[src/rtl/alu_ctrl_pkg.sv]
// Shared definitions for the ALU controller, the external ALU and a future decoder:
// opcode values, controller state encoding and instruction field positions.
package alu_ctrl_pkg;

  localparam int REG_COUNT = 8;
  localparam int REG_AW    = 3;
  localparam int FIELD_W   = 3;
  localparam int OP_LSB    = 13;
  localparam int RD_LSB    = 10;
  localparam int RA_LSB    = 7;
  localparam int RB_LSB    = 4;

  typedef enum logic [2:0] {
    OP_ADD = 3'd0,
    OP_SUB = 3'd1,
    OP_NOT = 3'd2,
    OP_AND = 3'd3,
    OP_OR  = 3'd4,
    OP_XOR = 3'd5,
    OP_MUL = 3'd6,
    OP_DIV = 3'd7
  } alu_opcode_e;

  typedef enum logic [1:0] {
    ST_IDLE = 2'd0,
    ST_READ = 2'd1,
    ST_EXEC = 2'd2,
    ST_WB   = 2'd3
  } state_e;

  typedef struct packed {
    alu_opcode_e         op;
    logic [REG_AW-1:0]   rd;
    logic [REG_AW-1:0]   ra;
    logic [REG_AW-1:0]   rb;
  } instr_t;

  // Bits [3:0] of the instruction word carry nothing.
  function automatic instr_t decode(input logic [15:0] w);
    instr_t d;
    d.op = alu_opcode_e'(w[OP_LSB +: FIELD_W]);
    d.rd = w[RD_LSB +: FIELD_W];
    d.ra = w[RA_LSB +: FIELD_W];
    d.rb = w[RB_LSB +: FIELD_W];
    return d;
  endfunction

endpackage

[src/rtl/alu_ctrl_reg_file8.sv]
// 8-entry register file: two combinational read ports, one write port committed
// on the rising edge; synchronous reset clears every entry.
module reg_file8
  import alu_ctrl_pkg::*;
#(
  parameter int WIDTH = 16
) (
  input  logic              clk_i,
  input  logic              rst_i,
  input  logic              we_i,
  input  logic [REG_AW-1:0] waddr_i,
  input  logic [WIDTH-1:0]  wdata_i,
  input  logic [REG_AW-1:0] raddr_a_i,
  input  logic [REG_AW-1:0] raddr_b_i,
  output logic [WIDTH-1:0]  rdata_a_o,
  output logic [WIDTH-1:0]  rdata_b_o
);

  logic [WIDTH-1:0] mem_q [REG_COUNT];

  always_ff @(posedge clk_i) begin
    if (rst_i) begin
      for (int i = 0; i < REG_COUNT; i++) mem_q[i] <= '0;
    end else if (we_i) begin
      mem_q[waddr_i] <= wdata_i;
    end
  end

  assign rdata_a_o = mem_q[raddr_a_i];
  assign rdata_b_o = mem_q[raddr_b_i];

endmodule

[src/rtl/alu_ctrl.sv]
// Multi-cycle ALU sequencer: IDLE/READ/EXEC/WB, one instruction per 4 cycles,
// done pulses in WB with result/zero/err valid alongside it.
module alu_ctrl
  import alu_ctrl_pkg::*;
#(
  parameter int WORD_SIZE = 16,
  parameter int OP_SIZE   = 3
) (
  input  logic                 clk,
  input  logic                 rst,
  input  logic                 instr_valid,
  input  logic [WORD_SIZE-1:0] instr,
  output logic                 instr_ready,
  input  logic                 ld_en,
  input  logic [2:0]           ld_addr,
  input  logic [WORD_SIZE-1:0] ld_data,
  output logic [OP_SIZE-1:0]   alu_op,
  output logic [WORD_SIZE-1:0] alu_a,
  output logic [WORD_SIZE-1:0] alu_b,
  input  logic [WORD_SIZE-1:0] alu_out,
  output logic                 done,
  output logic [WORD_SIZE-1:0] result,
  output logic                 zero,
  output logic                 err
);

  state_e               state_q, state_d;
  instr_t               ins_q, ins_d;
  logic [OP_SIZE-1:0]   alu_op_q, alu_op_d;
  logic [WORD_SIZE-1:0] alu_a_q, alu_a_d, alu_b_q, alu_b_d;
  logic [WORD_SIZE-1:0] result_q, result_d;
  logic                 zero_q, zero_d, err_q, err_d, done_q, done_d;
  logic                 div0;

  logic                 rf_we;
  logic [REG_AW-1:0]    rf_waddr;
  logic [WORD_SIZE-1:0] rf_wdata, rf_rdata_a, rf_rdata_b;

  reg_file8 #(.WIDTH(WORD_SIZE)) u_rf (
    .clk_i     (clk),
    .rst_i     (rst),
    .we_i      (rf_we),
    .waddr_i   (rf_waddr),
    .wdata_i   (rf_wdata),
    .raddr_a_i (ins_q.ra),
    .raddr_b_i (ins_q.rb),
    .rdata_a_o (rf_rdata_a),
    .rdata_b_o (rf_rdata_b)
  );

  always_comb begin
    state_d  = state_q;
    ins_d    = ins_q;
    alu_op_d = alu_op_q;
    alu_a_d  = alu_a_q;
    alu_b_d  = alu_b_q;
    result_d = result_q;
    zero_d   = zero_q;
    err_d    = err_q;
    done_d   = 1'b0;
    div0     = 1'b0;
    rf_we    = 1'b0;
    rf_waddr = ld_addr;
    rf_wdata = ld_data;
    unique case (state_q)
      ST_IDLE: begin
        rf_we = ld_en;
        if (instr_valid) begin
          ins_d   = decode(instr[15:0]);
          state_d = ST_READ;
        end
      end
      ST_READ: begin
        alu_op_d = OP_SIZE'(ins_q.op);
        alu_a_d  = rf_rdata_a;
        alu_b_d  = rf_rdata_b;
        state_d  = ST_EXEC;
      end
      ST_EXEC: begin
        // Captured here so result/zero/err are already valid while done is high.
        div0     = (ins_q.op == OP_DIV) && (alu_b_q == '0);
        result_d = div0 ? '1 : alu_out;
        zero_d   = !div0 && (alu_out == '0);
        err_d    = div0;
        done_d   = 1'b1;
        state_d  = ST_WB;
      end
      ST_WB: begin
        rf_we    = !err_q;
        rf_waddr = ins_q.rd;
        rf_wdata = result_q;
        state_d  = ST_IDLE;
      end
      default: state_d = ST_IDLE;
    endcase
  end

  always_ff @(posedge clk) begin
    if (rst) begin
      state_q  <= ST_IDLE;
      ins_q    <= '0;
      alu_op_q <= '0;
      alu_a_q  <= '0;
      alu_b_q  <= '0;
      result_q <= '0;
      zero_q   <= 1'b0;
      err_q    <= 1'b0;
      done_q   <= 1'b0;
    end else begin
      state_q  <= state_d;
      ins_q    <= ins_d;
      alu_op_q <= alu_op_d;
      alu_a_q  <= alu_a_d;
      alu_b_q  <= alu_b_d;
      result_q <= result_d;
      zero_q   <= zero_d;
      err_q    <= err_d;
      done_q   <= done_d;
    end
  end

  assign instr_ready = (state_q == ST_IDLE);
  assign alu_op      = alu_op_q;
  assign alu_a       = alu_a_q;
  assign alu_b       = alu_b_q;
  assign done        = done_q;
  assign result      = result_q;
  assign zero        = zero_q;
  assign err         = err_q;

endmodule

[config.mk]
export PLATFORM = sky130hd
export DESIGN_NAME = alu_ctrl
export DESIGN_NICKNAME = d
export VERILOG_FILES = /design/src/rtl/alu_ctrl_pkg.sv /design/src/rtl/alu_ctrl_reg_file8.sv /design/src/rtl/alu_ctrl.sv
export SDC_FILE = /design/constraint.sdc
export NUM_CORES = 1
export LEC_CHECK = 0
export ABC_AREA = 0
export CORE_ASPECT_RATIO = 0.7
export CORE_UTILIZATION = 50
export CTS_BUF_LIST = sky130_fd_sc_hd__clkbuf_4
export DETAILED_ROUTE_END_ITERATION = 12
export PLACE_DENSITY_LB_ADDON = 0.2
export SKIP_LAST_GASP = 1
export SYNTH_ARGS = -nofsm -noshare
export SYNTH_HDL_FRONTEND = slang
export SYNTH_SLANG_ARGS = --single-unit
[constraint.sdc]
create_clock -name clk -period 4.9 [get_ports clk]
set_input_delay 0.735 -clock clk [delete_from_list [all_inputs] [get_ports clk]]
set_output_delay 0.735 -clock clk [all_outputs]
set_load 0.05 [all_outputs]
Word level (Yosys, flattened, before mapping). Memory sizes are Yosys's and may differ from the RTL's. A register that Yosys moved wholly into a read port is not among the register bits. Cells that the tools add are included.

Bits in registers: 36. RAM bits: 128. Input bits: 55. Output and inout bits: 55. Word-level logic and storage cells: 40. Memories kept: 1.

Memory list: u_rf.mem_q (words 8, bits a word 16, rd ports 2, clocked after memory_dff 2, wr ports 8, RTL line alu_ctrl_reg_file8.sv:19) `logic [WIDTH-1:0] mem_q [REG_COUNT];`.

Eq/ne operators: 5. Mux-type cells: 15. Reduce and logical (&&, ||, !) cells: 9.

Operators by type and width (number): $mux 16 (3); $logic_not 16->1 (2); $reduce_or 16->1 (1); $pmux 2 s4 (1); $mux 1 (7); $mux 3 (2); $eq 2x2->1 const B (2); $eq 3x3->1 const B (1); $eq 2x1->1 const B (1); $logic_and 1x1->1 (2); $logic_not 1->1 (2); $logic_not 2->1 (1); $mux 2 (1); $ne 2x2->1 const B (1); $pmux 1 s2 (1); $reduce_and 2->1 (1).

Depth between registers and ports, before layout. Gate-level depths: netlist of run 1.

Depth in word-level cells: 7. Gate-level depth with buffers: 8. Mapped depth without buffers: 6.

Hierarchy. From an unflattened synthesis of run 1, not the netlist that was laid out.

Cells, all modules: 728. Area, all modules: 9779.4 um2.

Modules (own cells, without submodules): reg_file8 (times used 1, cells each 430, area each 6910.4 um2, sequential area each 3843.7 um2); alu_ctrl (times used 1, cells each 298, area each 2869.0 um2, sequential area each 1361.3 um2).

Worst setup path after synthesis of run 1. No wires, ideal clock.

Path type: flip-flop to flip-flop. Start point: register state_q[0]. End point: memory u_rf.mem_q[0][0], enable pin. Setup time: 0.375 ns. Data arrival time: 2.304 ns. Required time: 4.525 ns. Slack: 2.222 ns. Stages on the path, launching flop included: 7. Buffers on the path: 0. Period minus slack after synthesis: 2.678 ns. Cell sequence: dfxtp_1 inv_1 ha_1 nand2_1 a2111oi_4 nand2_2 nand2b_1.

RTL lines: start: declaration (RTL line alu_ctrl.sv:27) `state_e state_q, state_d;`; start signal: assignment (RTL line alu_ctrl.sv:110) `state_q <= state_d;`; end: declaration (RTL line alu_ctrl_reg_file8.sv:19).

==> results of run 1 <==
## state kept, by name, indices dropped and copies added, names as in the netlist
register    flops
alu_a          16
alu_b          16
alu_op          3
done            1
err             1
ins_q          12
result         16
state_q         2
u_rf.mem_q    128
zero            1
## worst reg2reg max path: stages, from the launching register on
cell	delay (ps)
dfxtp_1	420
ha_1	370
buf_4	370
nand2b_1	200
a2111oi_4	450
nand2_1	530
nand2b_1	820
## final cells by class
type	count	area, um^2
Fill cell	1361	6930
Sequential cell	196	5210
Multi-Input combinational cell	443	3500
Timing Repair Buffer	114	1110
Tap cell	231	289
Clock inverter	14	159
Clock buffer	18	135
Inverter	20	75.1
Antenna cell	1	2.50
## Yosys cell counts (all sizes together)
cell / instances / share of area [%]
a21oi: 12 / 0.67
mux2i: 21 / 2.3
mux4: 64 / 16
nand2: 36 / 1.6
mux2: 1 / 0.12
or4: 1 / 0.083
nor3: 34 / 1.9
a2111oi: 2 / 0.61
o21ai: 2 / 0.11
edfxtp: 128 / 43
inv: 20 / 0.83
nand4: 2 / 0.14
nand2b: 14 / 0.97
o22ai: 33 / 2.3
a211oi: 1 / 0.083
and4b: 1 / 0.11
nor2: 181 / 7.5
clkbuf: 35 / 1.5
nor2b: 1 / 0.069
nor3b: 2 / 0.17
nand3b: 2 / 0.17
buf: 19 / 1.3
a21o: 2 / 0.18
dfxtp: 68 / 15
ha: 5 / 0.69
and2: 1 / 0.069
nand3: 1 / 0.055
nor4: 7 / 0.69
o31ai: 1 / 0.083
a311oi: 16 / 2.1
## kinds of logic after synthesis
logic type | after synthesis
compound gates | 69
simple gates | 283
mux | 86
fa+ha+maj | 5
flops | 196
buf+inv | 74
## layout by cell type (no fill, tap or decap), types with 3 or more instances in the layout
master / Yosys / layout
nor4_1: 4 / 4
ha_1: 5 / 5
a311oi_2: 8 / 8
nor3_1: 34 / 34
dfxtp_2: 0 / 3
clkinv_2: 0 / 5
o22ai_1: 33 / 33
clkbuf_4: 0 / 18
nand2b_1: 14 / 14
mux4_2: 64 / 64
nor2_1: 181 / 181
a21oi_1: 12 / 12
buf_4: 0 / 9
edfxtp_1: 128 / 128
clkdlybuf4s50_1: 0 / 104
nand2_1: 32 / 32
inv_1: 20 / 20
nor4_2: 3 / 3
nand2_2: 4 / 4
a311oi_1: 8 / 8
dfxtp_1: 68 / 65
bufinv_16: 0 / 3
mux2i_1: 21 / 21
## where the power goes
part / switching (mW) / internal, mW
Combinational: 1.25 / 0.716
Sequential: 0.184 / 2.01
Clock: 0.550 / 0.359
Total: 1.99 / 3.08
## worst max-delay path by stage
stage                     slack [ps]           endpoint  startpoint
after floorplan                 2220   u_rf.mem_q[0][0]  state_q[0]
after global placement          1430  u_rf.mem_q[1][11]       ld_en
after detailed placement        1330  u_rf.mem_q[1][10]       ld_en
after CTS                       1350  u_rf.mem_q[1][12]  state_q[1]
after global routing            1160   u_rf.mem_q[1][8]  state_q[1]
final                           1380  u_rf.mem_q[3][10]  state_q[1]
## per-stage QoR
| step | instances | total power [mW] | util, % | area, um^2 |
|---|---|---|---|---|
| 3_3_place_gp | 1004 | 4.13 | 58.5 | 10200 |
| 5_1_grt | 1037 | 5.30 | 60.2 | 10500 |
| 4_1_cts | 1036 | 5.08 | 60.2 | 10500 |
| 2_1_floorplan | 713 | 3.56 | - | 9030 |
| 3_5_place_dp | 1004 | 4.19 | 58.5 | 10200 |
| 6_report | 1037 | 5.07 | 60.2 | 10500 |
## per-layer routing
layer | global-route usage [%] | vias to the layer above | part of all wire, %
met2 | 36.6 | 305 | 44
met5 | 0 | - | 0
li1 | - | 2799 | -
met1 | 38.1 | 3140 | 46
met4 | 5.23 | 0 | 0.54
met3 | 5.54 | 11 | 9.8
==> flow_summary.toml, run 1 <==
[clocking]
cts_num_sinks = 196
htree_levels = 4
clk_pin_slew_ps = 160
cts_resized = 0
cts_setup_buffers = 0
cts.hold.buffers_added = 0
cts_buffer_depth = 2
clock_latency_ps = 560
cts_root_buf = "clkbuf_4"
cts_tree = "done"
numCtsBuffers = 17

[setup_path]
crit_top_cell = "nand2b_1"
reg2reg_slack_ps = 1380
worstReg2RegStart = "state_q[1]"
crit_required_ps = 5110
slowest_stage = "nand2b_1"
path_class = "register to register"
endpoint_kind = "register"
crit_path_cell_trace = "ha_1 -> buf_4 -> nand2b_1 -> a2111oi_4 -> nand2_1 -> nand2b_1"
cpPeakStageDelay_ps = 820
path_buf_inv = 1
cp_top_family = "simple AND/OR/NAND/NOR gates"
regToRegEndpoint = "u_rf.mem_q[3][10]"
start_kind = "register"
arrival_ps = 3730
cp_num_cells = 6
rr_worst_depth = 6
worst-path-max-fanout = 18

[status]
status = "finished, final reports clean"

[yosys]
synth_top_family_by_area = "multiplexers"
syn_nets = 773
ys_ff_latch = 196
synth_compound_gate_area_share_pct = 6.13
synth.distinct_cells = 37
synthAdderAreaFrac_pct = 0.693
ys_seq_area_share_pct = 57.7
synthXorXnorAreaFrac_pct = 0
synth_warnings = 0
syn-mean-instance-area_um2 = 12.7
synthSimpleGateAreaFrac_pct = 13.5
netlist_instances = 713
synth_mux_area_share_pct = 18.4
syn_area_um2 = 9030

[pwr]
power.density_nw_per_um2 = 483
ir_drop_v = 0.000351
leakage_nw = 3.56

[grt]
grt_pass1_wl_um = 34200
grt_pass1_vias = 6011
grt_max_degree = 54
overflow = 0
grt_usage_pct = 24.9
grt_antenna_before_repair = 1

[timing]
fin_worst_skew_ps = 15.4
tns_ps = 0
setup_ws_ps = 1380
tightest_slew_ps = 995
hold_viol_final = 0
maxSlewHeadroom_pct = 33.7
period_share_pct = 71.9
drv_slew = 0
holdWs_ps = 485
rsz0062_at_grt = "no"
post-route-min-period_ps = 3520
setup_viol = 0
max_clock_freq_mhz = 284

[drt]
via_count = 6255
drt_iter0_drc = 594
vias_per_cell = 6.03
drc = 0
ant_nets = 0
routedWlPerCell_um = 21.3
drtPass1Iterations = 5
drt_wl_total_um = 22100

[placement]
gp_congestion = 0.799
port_buffers = 105
pre_cts_ws_ps = 1330
dp_hpwl_um = 15400

[die]
io_pins = 110
die_y_um = 114
initial_core_util_pct = 51.8
core_area_um2 = 17400
num_rows = 40
die_w_um = 163
dieArea_um2 = 18600

[min_path]
worst_hold_path.endpoint = "ins_q[0]"
hp-start = "ins_q[0]"
worstHoldPathType = "register to register"
whs_path_depth = 2

[layout]
area_growth_pct = 16.1
final_nets = 852
drive_above_1_share_pct = 15.9

[flow_run]
max-cap-violations = 0
(Power assumes the default switching activity.)
==> run 2, diff against run 1 <==
- clock period: 4.9 -> 3.5 ns (I/O delays scaled with it)
==> run 2 against run 1 <==
  * Global-route usage is 0.39 points higher
  * Clock-buffer cell count stayed put
  * Flip-flop and latch count is the same
  * First-iteration DRC count is 24% higher
  * Wire length is 1.6% higher
  * Total power grew 41%
  * Register-to-register slack worse by 810 ps
  * Utilization rose by 0.59 points
  * Via count up 0.26%
  * Sequential power is 42% higher
  * Critical path type unchanged
  * Combinational power increased by 39%
  * Clock power up 43%
==> flow_summary.toml, run 2 (same netlist as run 1, synthesis figures left out) <==
[layout]
layout_commonest_cell = "nor2_1"
final_nets = 863
fin_util_pct = 60.8
seq_area_um2 = 5210
fin_area_um2 = 10600
finalNonFillerCells = 1048
regMostFlops = "u_rf.mem_q"
area_growth_pct = 17.3
fillers = 1355
multi_input_area_um2 = 3500
largest_reg_flops = 128
layout_common_cells = "nor2_1 (181), edfxtp_1 (128), clkdlybuf4s50_1 (104)"
drive_above_1_share_pct = 17.0

[setup_path]
path_buf_inv = 0
cp_top_family = "simple AND/OR/NAND/NOR gates"
start_kind = "register"
worst-path-max-fanout = 17
crit_required_ps = 3690
crit_path_cell_trace = "ha_1 -> mux2_2 -> a2111oi_4 -> nand2_2 -> nand2b_1"
reg2reg_slack_ps = 560
arrival_ps = 3130
slowest_stage = "nand2b_1"
path_class = "register to register"
cpPeakStageDelay_ps = 630
endpoint_kind = "register"

[pwr]
leakage_nw = 3.61
finalPower_mw = 7.14
power.density_nw_per_um2 = 675
ir_drop_v = 0.000545

[drt]
ant_nets = 0
routedWlPerCell_um = 21.4
via_count = 6271
vias_per_cell = 5.98
drt_iter0_drc = 738
drt_wl_total_um = 22400
drc = 0
drtPass1Iterations = 6

[die]
num_rows = 40
dieArea_um2 = 18600
io_pins = 110
die_w_um = 163
initial_core_util_pct = 51.8
core_area_um2 = 17400
die_y_um = 114

[clocking]
numCtsBuffers = 17
htree_levels = 4
cts_tree = "done"
clock_latency_ps = 570
cts_root_buf = "clkbuf_4"
cts_num_sinks = 196
clk_pin_slew_ps = 170
cts.hold.buffers_added = 0
cts_setup_buffers = 0
cts_buffer_depth = 2
cts_resized = 0

[timing]
holdWs_ps = 483
max_clock_freq_mhz = 340
period_share_pct = 83.9
setup_ws_ps = 562
rsz0062_at_grt = "no"
post-route-min-period_ps = 2940
setup_viol = 0
tns_ps = 0
hold_viol_final = 0
drv_slew = 0
fin_worst_skew_ps = 34.6
maxSlewHeadroom_pct = 10.3
tightest_slew_ps = 1350

[placement]
dp_hpwl_um = 15800
placed_cell_area_um2 = 10300
port_buffers = 105
pre_cts_ws_ps = 502
gp_congestion = 0.789
placedCellCount = 1015

[grt]
grt_pass1_vias = 6085
grt_max_degree = 58
grt_usage_pct = 25.3
grt_pass1_wl_um = 34600
grt_antenna_before_repair = 1
overflow = 0

[status]
status = "finished, final reports clean"

[min_path]
worstHoldPathType = "input pin to register"

[flow_run]
max-cap-violations = 0
==> run 2: worst paths after layout <==
check | startpoint | endpoint | cells after the start
setup / recovery | state_q[1] | u_rf.mem_q[6][13] | 5
hold / removal | instr[4] | ins_q[0] | 3
setup reg to reg | state_q[1] | u_rf.mem_q[6][13] | 5
hold reg to reg | ins_q[11] | ins_q[11] | 2
==> run 2: power by group <==
| group | internal [mW] | leakage [nW] | total [mW] | switching [mW] |
|---|---|---|---|---|
| registers | 2.81 | 1.88 | 3.11 | 0.305 |
| logic | 1.02 | 1.56 | 2.73 | 1.71 |
| clock network | 0.513 | 0.165 | 1.30 | 0.785 |
==> run 2: worst min-delay path, cell delays in order <==
cell and delay [ps]:
clkdlybuf4s50_1 400, nand2_1 60, a21oi_1 50
==> run 2: layout make-up <==
type | count | area share [%]
Sequential cell | 196 | 49.2
Multi-Input combinational cell | 443 | 33.1
Clock buffer | 18 | 1.28
Timing Repair Buffer | 125 | 11.3
Clock inverter | 14 | 1.68
Tap cell | 231 | 2.73
Antenna cell | 1 | 0.0236
Inverter | 20 | 0.709
==> run 2: routing by layer <==
layer	global-route usage (%)	part of all wire [%]	vias to the layer above
li1	-	-	2825
met1	38.2	46	3085
met2	37.7	43	346
met3	5.61	10	15
met4	5.48	0.73	0
met5	0	0	-
==> patch: new RTL, flow settings as in run 2 <==
The 4 states of `state_e` get a one-hot encoding in 4 bits.
--- a/src/rtl/alu_ctrl_pkg.sv
+++ b/src/rtl/alu_ctrl_pkg.sv
@@ -22,9 +22,9 @@
   } alu_opcode_e;
 
-  typedef enum logic [1:0] {
-    ST_IDLE = 2'd0,
-    ST_READ = 2'd1,
-    ST_EXEC = 2'd2,
-    ST_WB   = 2'd3
+  typedef enum logic [3:0] {
+    ST_IDLE = 4'b0001,
+    ST_READ = 4'b0010,
+    ST_EXEC = 4'b0100,
+    ST_WB   = 4'b1000
   } state_e;
 
Behaviour: same outputs for any inputs over 4 cycles, from zero or initial values and one cycle with rst high; so few cycles prove little.
==> patch against run 2 <==
Maximum frequency is 9.7% lower; via count is 0.35% lower; final area is 0.17% lower; sequential cell count is 2 higher; area after synthesis is 1.7% lower; wire length is 0.67% lower; die area is 1.6% lower; core utilization is 0.43 points higher; critical path depth is 3 lower; sequential share of layout area is 0.46 points higher; worst hold slack worse by 0.025 ns; worst setup slack worse by 0.32 ns; critical path type is now register to primary output; largest cell class unchanged.
Power is not compared: it rests on default switching activity, and its combinational part moved more than twofold at a synthesized area within 25%.
==> patch: results (changes against run 2) <==
| Metric | Value |
|---|---|
| Outcome | complete, no violations |
| Clock-pin slew on the worst setup and hold paths | 0.15 ns (-0.02 ns) |
| GRT Total Usage | 25.80% (+0.47 points) |
| Worst-path fanout max | 7 (-10) |
| Synth area leaders | edfxtp_1 43%, mux4_2 16%, dfxtp_1 16% |
| Unique cell type count in the Yosys netlist | 32 (-14%) |
| Worst path slowest cell | clkdlybuf4s50_1 |
| Post-synthesis sequential area ratio | 59.09% (+1.4 points) |
| Number of diodes | 0 (-1) |
| Biggest cell delay along the critical path | 0.94 ns (+0.31 ns) |
| Final #Nets | 861 (-0.23%) |
| Gpl congestion | 0.8024 (+1.7%) |
| Initial antenna violation count | 0 (-1) |
| Routed wire per std cell | 21.20 microns (-0.86%) |
| Clock skew | 0.01782 ns (-0.01679 ns) |
| CTS H-tree depth | 4 (unchanged) |
| Synth cell count leaders | 182 x nor2_1, 128 x edfxtp_1, 70 x dfxtp_1 |
| Synthesized Nets | 756 (-2.2%) |
| Dpl hpwl | 15.27 mm (-3.2%) |
| Vias in the first global route | 6210 (+2.1%) |
| Layout cells sized above 1 | 17.95% (+0.91 points) |
| Largest net degree at the start of global routing | 41 (-29%) |
| Iter 0 DRT Violations | 792 (+7.3%) |
| Slew @ Worst Pin | 1.276 ns (-0.06948 ns) |
| Global-route wire length before repair | 34.85 mm (+0.68%) |
| Clock Latency Late Sink | 0.59 ns (+0.02 ns) |
| Placed cell area | 0.01027 sq mm (about the same) |
| Clock buffer count from CTS | 17 (unchanged) |
| Critical path arrival | 2.73 ns (-0.40 ns) |
| Dpl ws | 0.6835 ns (+0.1819 ns) |
| Vias per cell | 5.951 (-0.54%) |
==> patch: cell count changes after synthesis, sizes merged, moves of 8 or more <==
cell    change
nand2b     -11
a21oi      +16
nand4       +8
a311oi     -16
o21ai      +46
nor3       -33
inv        -19
==> patch: power groups by stage <==
stage / combinational [W] / sequential (W) / clock (W)
finish: 0.000587 / 0.00266 / 0.00126
detailed placement: 0.000585 / 0.00271 / 0
global placement: 0.000573 / 0.00270 / 0
global route: 0.000623 / 0.00267 / 0.00138
floorplan: 0.000329 / 0.00272 / 0
CTS: 0.000586 / 0.00266 / 0.00128
==> patch: layer usage <==
layer	global-route usage, %	part of all wire, %
met2	38.36	44
met3	5.855	10
met4	6.855	1.2
met1	38.41	45
met5	0	0
==> patch: cells by family (layout without fill, tap and decap cells) <==
logic type / after synthesis / after routing / synth area share [%]
simple gates: 250 / 250 / 12.29
compound gates: 112 / 112 / 7.147
mux: 89 / 89 / 19.10
buf+inv: 52 / 170 / 2.368
flops: 198 / 198 / 59.09
==> patch: cell type report <==
type	count	area [sq um]
clock buffers	18	135.1
clock inverters	14	160.2
fillers	1399	6698
inverters	1	3.754
multi-input cells	451	3440
flip-flops and latches	198	5250
well taps	231	289.0
repair buffers	137	1291
==> patch: critical path: cells and delay by family (launching register included) <==
kind	cells	cell delay (ns)
buffers and inverters	1	0.94
and+or+nand+nor	1	0.69
DFF	1	0.50
==> patch: worst paths after layout <==
path | start | end | slack (ns)
setup / recovery | state_q[0] | instr_ready | 0.25
hold / removal | instr[12] | ins_q[8] | 0.46
setup reg to reg | state_q[3] | u_rf.mem_q[4][11] | 0.93
hold reg to reg | ins_q[8] | ins_q[8] | 0.48
==> patch: metrics by stage <==
stage / hold slack, ns / utilization, % / instances
final: 0.4576 / 61.21 / 1050
after floorplan: 0.4445 / - / 701
after global routing: 0.4387 / 61.21 / 1050
after CTS: 0.4206 / 61.21 / 1050
after global placement: 0.4546 / 59.50 / 1018
after detailed placement: 0.4661 / 59.50 / 1018
